`config.mk`:
```
export PLATFORM = sky130hd
export DESIGN_NAME = int_arbiter
export DESIGN_NICKNAME = d
export VERILOG_FILES = /design/src/rtl/int_arbiter.sv
export SDC_FILE = /design/constraint.sdc
export NUM_CORES = 1
export LEC_CHECK = 0
export ABC_AREA = 0
export ABC_CLOCK_PERIOD_IN_PS = 1200
export CORE_AREA = 3 3 62 64
export CTS_BUF_LIST = sky130_fd_sc_hd__clkbuf_2
export DETAILED_ROUTE_END_ITERATION = 12
export DIE_AREA = 0 0 65 67
export PLACE_DENSITY = 0.74
export SLEW_MARGIN = 30
export SYNTH_ARGS = -nofsm -noshare
export SYNTH_HDL_FRONTEND = slang
export SYNTH_SLANG_ARGS = --single-unit
```
`constraint.sdc`:
```
create_clock -name clk -period 1.2 [get_ports clk]
set_input_delay 0.36 -clock clk [delete_from_list [all_inputs] [get_ports clk]]
set_output_delay 0.36 -clock clk [all_outputs]
set_load 0.02 [all_outputs]
```
`src/rtl/int_arbiter.sv`:
```
// int_arbiter: multi-source interrupt arbiter with M/S delegation and an issue/reply handshake to the CPU
module int_arbiter #(
  parameter int NSRC   = 4,
  parameter int CODE_W = 4,
  parameter bit RR     = 1'b0
) (
  input  logic                     clk,
  input  logic                     rst,
  input  logic [NSRC-1:0]          src_ip,
  input  logic [NSRC-1:0]          src_ie,
  input  logic [NSRC-1:0]          src_deleg,
  input  logic [NSRC*CODE_W-1:0]   src_code,
  input  logic                     mstatus_mie,
  input  logic                     mstatus_sie,
  input  logic [1:0]               mode,
  output logic                     interrupt,
  input  logic                     int_reply,
  output logic [31:0]              int_cause,
  output logic                     int_to_s,
  output logic [NSRC-1:0]          src_reply
);
  localparam int IW = NSRC > 1 ? $clog2(NSRC) : 1;

  typedef enum logic [1:0] {IDLE, ISSUE, REPLY, END} state_e;

  state_e            state_q, state_d;
  logic [NSRC-1:0]   elig, elig_q, srep_q, srep_d;
  logic              rep_q, irq_q, irq_d, dlg_q, dlg_d, to_s_q, to_s_d;
  logic              m_en, s_en;
  logic [IW-1:0]     win, win_q, win_d, rr_q, rr_d;
  logic [31:0]       cause_q, cause_d;

  function automatic int wrap(input int v);
    return v >= NSRC ? v - NSRC : v;
  endfunction

  assign m_en = mode != 2'b11 || mstatus_mie;
  assign s_en = mode == 2'b00 || (mode == 2'b01 && mstatus_sie);
  assign elig = src_ip & src_ie & ((src_deleg & {NSRC{s_en}}) | (~src_deleg & {NSRC{m_en}}));

  assign interrupt = irq_q;
  assign int_cause = cause_q;
  assign int_to_s  = to_s_q;
  assign src_reply = srep_q;

  // Winner search: first eligible index at or after the start point; scanning downward lets the nearest one win
  always_comb begin
    win = '0;
    for (int k = NSRC - 1; k >= 0; k--)
      if (elig_q[IW'(wrap((RR ? int'(rr_q) : 0) + k))]) win = IW'(wrap((RR ? int'(rr_q) : 0) + k));
  end

  // Handshake sequencing: latch the winner, raise the request, wait for the CPU reply, then one dead cycle
  always_comb begin
    state_d = state_q;
    win_d   = win_q;
    dlg_d   = dlg_q;
    rr_d    = rr_q;
    irq_d   = irq_q;
    cause_d = cause_q;
    to_s_d  = to_s_q;
    srep_d  = srep_q;
    case (state_q)
      IDLE: if (|elig_q) begin
        win_d   = win;
        dlg_d   = src_deleg[win];
        state_d = ISSUE;
      end
      ISSUE: begin
        irq_d   = 1'b1;
        cause_d = {1'b1, {(31-CODE_W){1'b0}}, src_code[int'(win_q)*CODE_W +: CODE_W]};
        to_s_d  = dlg_q;
        srep_d  = NSRC'(1) << win_q;
        rr_d    = RR ? IW'(wrap(int'(win_q) + 1)) : rr_q;
        state_d = REPLY;
      end
      REPLY: begin
        srep_d = '0;
        if (rep_q) begin
          irq_d   = 1'b0;
          state_d = END;
        end
      end
      default: state_d = IDLE;
    endcase
  end

  // State, outputs and the eligibility/reply sample registers
  always_ff @(posedge clk) begin
    if (rst) begin
      state_q <= IDLE;
      elig_q  <= '0;
      rep_q   <= 1'b0;
      win_q   <= '0;
      dlg_q   <= 1'b0;
      rr_q    <= '0;
      irq_q   <= 1'b0;
      cause_q <= '0;
      to_s_q  <= 1'b0;
      srep_q  <= '0;
    end else begin
      state_q <= state_d;
      elig_q  <= elig;
      rep_q   <= int_reply;
      win_q   <= win_d;
      dlg_q   <= dlg_d;
      rr_q    <= rr_d;
      irq_q   <= irq_d;
      cause_q <= cause_d;
      to_s_q  <= to_s_d;
      srep_q  <= srep_d;
    end
  end
endmodule

```
Word level (Yosys, flattened, before mapping) --
Index checks and enable logic that the tools add are counted.
Storage, ports and cells: register bits 21, input bits 35, output and inout bits 38, logic and storage cells 44
Operators by class: order comparisons 1, eq/ne operators 6, shift operators 2, mux-type cells 10, bitwise operators 6, reduce and logical (&&, ||, !) cells 10
Operators by type and width (number):
- bitwise AND 4 bit | 4
- variable part select 16 x 5 -> 4 bit | 1
- 2-to-1 mux 2 bit | 4
- one-hot mux 4 bit (2 select lines) | 1
- inequality test 2 bit (second input constant) | 3
- one-hot mux 2 bit (3 select lines) | 1
- AND reduction 2 bit | 3
- == test 2 x 1 -> 1 bit (second input constant) | 2
- logical NOT 2 bit | 2
- inverter 4 bit | 1
- bitwise OR 4 bit | 1
- OR reduction 4 bit | 1
- left shift 1 x 2 -> 4 bit (first input constant) | 1
- < comparator 2 x 3 -> 1 bit (second input constant) | 1
- binary-select mux 1 bit (select 2 bit) | 1
- == test 2 bit (second input constant) | 1
- logical OR 1 bit | 2
- 2-to-1 mux 1 bit | 2
- one-hot mux 1 bit (2 select lines) | 1
- nonzero test 2 bit | 1
- logical AND 1 bit | 1

Logic depth before layout (Yosys ltp) --
depth in word-level cells 6, gate-level depth with buffers 5

Least setup slack after synthesis --
OpenSTA, ideal clock, no wires.
path type flip-flop to flip-flop, start reg state_q[1], end reg to_s_q, in the netlist int_to_s, setup time 0.128 ns, data arrival time 1.053 ns, setup slack 0.019 ns, stages on the path, launching flop included 6, path buffers 1, cell sequence dfxtp_1 inv_1 ha_1 clkbuf_1 mux2i_1 nor2_1
On the way: cells in the longest elaborated chain, start to end 1
Ends and longest elaborated chain:
- from (decl) | line 26 | state_e state_q, state_d;
- from (signal assigned) | line 102 | state_q <= state_d;
- == test 2 x 1 -> 1 bit | line 63 | case (state_q)
- to (signal assigned) | line 110 | to_s_q <= to_s_d;
- to (decl) | line 28 | logic rep_q, irq_q, irq_d, dlg_q, dlg_d, to_s_q, to_s_d;
No other way between the ends. A chain may end at the register's enable or synchronous reset.

Worst setup path in the final report --
start reg to_s_q, in the netlist int_to_s, end out int_to_s
RTL lines:
- to (decl) | line 19 | output logic int_to_s,
No word-level cell between the ends.

==> impl_metrics.yaml <==
cts:
  clk_latency_ns: 0.31
  cts-root-buf: "clkbuf_2"
  clockBufferDepth: 2
  path_clk_slew_ns: 0.17
  numCtsBuffers: 3
  cts_sinks: 18
  cts_tree: "built"
  ctsHoldBuffers: 0
  cts_max_level: 1
place:
  post-place-cells: 203
  io_buffer_count: 35
  post_dp_cell_area_mm2: 0.001410
  dpl.hpwl_um: 1548
  gp_congestion: 0.6747
sta:
  fin_crit_sh_pct: 96.36
  finalCriticalPeriod_ns: 1.156
  setup_viol: 0
  slew_viol_final: 0
  rsz0062_at_grt: "true"
  fin_skew_ns: 0.009271
  fin_tns_setup_ns: 0
  fmax_mhz: 864.8
  hold_viol_final: 0
hold_path:
  hold_class: "flop to flop"
grt:
  grt_overflow: 0
  grt_pass1_wl_um: 2732
  grt.total_usage_pct: 8.147
  grt_max_degree: 13
  antenna_found_initial: 0
  grt_pass1_vias: 680
power:
  combPwrFrac_pct: 50.4
  switchingPower_uw: 853.9
  vdd.ir_drop.worst_mv: 0.8451
  intPower_mw: 1.453
  swShare_pct: 37.01
  p_leak_nw: 0.6527
  p_per_area_mw_per_mm2: 1550
  clkPwrFrac_pct: 11.4
  p_total_mw: 2.307
  pwr-share-seq_pct: 38.1
synthesis:
  seq_area_frac_synth_pct: 34.37
  netlist_instances: 116
  avgSynthCellArea_um2: 9.039
  yosysTopAreaCell: "dfxtp_1"
  synthArstFlopShare_pct: 0
  syn_area_mm2: 0.001049
  synth_cell_types: 22
  synth_most_common_cell: "buf_4"
  synth_common_cells: "buf_4, dfxtp_1, nor2_1, mux2i_1, a211oi_1"
  synth_top_area_share_pct: 34.37
  synth_edf_count: 0
  yosysWarnings: 0
  synth-main-ff-cell: "dfxtp_1"
  synth.area.top_cells: "dfxtp_1, buf_4, mux2i_1, a211oi_1, nor2_1"
  synth_seq_cells: 18
critical_path:
  regToRegSetupSlack_ns: 0.06
  cp_top_family: "flip-flops"
  worst_ep_arrival_time_ns: 0.80
  critPathBufInv: 1
  endpoint_kind: "primary output"
  crit_path_max_incr_delay_ns: 0.37
  path_max_fanout: 2
  slowest_stage: "dfxtp_2"
  worst-setup-path-type: "flop to primary output"
  cp.required_ns: 0.84
  cp_cell_sequence: "buf_6"
  cp-start-kind: "flop"
cells_and_area:
  final_nets: 202
  fin_area_mm2: 0.001489
  postLayoutCoreUtil_pct: 44.62
  antennaDiodeCount: 0
  drive_gt1_share_pct: 26.54
  fin_cells: 208
  area_growth_pct: 42.00
floorplan:
  dieArea_mm2: 0.004355
  die_y_um: 67
  rows: 21
  num_io_pins: 73
  initial_core_util_pct: 31.42
  coreArea_mm2: 0.003337
  die_x_um: 65
route:
  avgViaCountPerCell: 3.952
  vias: 822
  first_iter_violations: 6
  wirelength_um: 1885
  drc_errors: 0
  dr.pass1.iters: 2
  wl_per_cell_um: 9.063
  drt.antenna.violating_nets: 0
status:
  status: "completed"
job:
  maxCapViolations: 0
## cells by family after synthesis
logic type                 Yosys count  share of synthesized area [%]
and+or+nand+nor                     30                          14.56
muxes                               10                          9.666
other                                1                         0.3577
adders and majority gates            4                          4.773
buffers and inverters               38                          24.10
AOI/OAI and AO/OA                   15                          12.17
DFF                                 18                          34.37
## flip-flops by register name, summed over array words and instances (netlist names)
signal and flops:
dlg_q 1, interrupt 1, rep_q 1, int_cause 5, state_q 2, win_q 1, src_reply 2, elig_q 4
int_to_s 1
## layer usage
metal | global-route usage [%] | vias to the layer above | share of wire [%]
met2 | 14.18 | 38 | 50
met1 | 8.841 | 356 | 40
met5 | 0 | - | 0
met4 | 3.166 | 0 | 1.2
met3 | 3.204 | 4 | 8.9
li1 | - | 424 | -
## stage by stage
step                      worst slack, ns  hold slack (ns)
after floorplan                   0.01943           0.4524
after CTS                        0.006059           0.4891
after global routing             -0.01626           0.5227
final                             0.04372           0.4907
after detailed placement          -0.1925           0.4651
after global placement            -0.1824           0.4540
## cell usage in the layout, fill, tap and decap left out, drive strengths merged
cell type | synthesis | layout
o21ai | 1 | 1
a21oi | 2 | 2
a211oi | 8 | 8
inv | 5 | 5
mux2 | 1 | 1
nor2 | 16 | 16
a221oi | 1 | 1
clkdlybuf4s50 | 0 | 26
dfxtp | 18 | 18
o41ai | 1 | 1
nand3b | 6 | 6
nand2 | 1 | 1
mux2i | 9 | 9
ha | 4 | 4
clkbuf | 3 | 3
nand2b | 4 | 4
buf | 30 | 21
nor4 | 1 | 1
conb | 1 | 29
a22o | 1 | 1
a21o | 1 | 1
nor2b | 2 | 2
clkinv | 0 | 1
## cell type report
cell class	count	area, µm²
multi-input combinational	88	563.0
clock inverter	1	3.754
tap	46	57.56
timing repair buffer	47	451.7
sequential	18	379.1
fill	326	1848
clock buffer	3	15.01
inverter	5	18.77
## final timing paths
kind,from,end,cells past startpoint
worst min-delay path,int_cause[31],int_cause[31],2
worst max-delay path,int_to_s,int_to_s,1
worst min register to register,int_cause[31],int_cause[31],2
worst max register to register,elig_q[0],dlg_q,3
## power groups by stage
stage	Sequential (mW)	Clock, mW	Combinational (mW)
after global routing	0.901	0.293	1.26
final	0.880	0.264	1.16
after detailed placement	0.851	0	1.11
after floorplan	0.941	0	0.649
after global placement	0.847	0	1.10
after CTS	0.848	0.271	1.07
## timing repair
action	CTS	global route
endpoints found under the setup margin	17	14
resized for setup	49	24
setup buffers	0	1
cloned	0	0
endpoints found under the hold margin	0	0
pin swaps	1	2
Note: power is estimated with default switching activity, not from simulation.
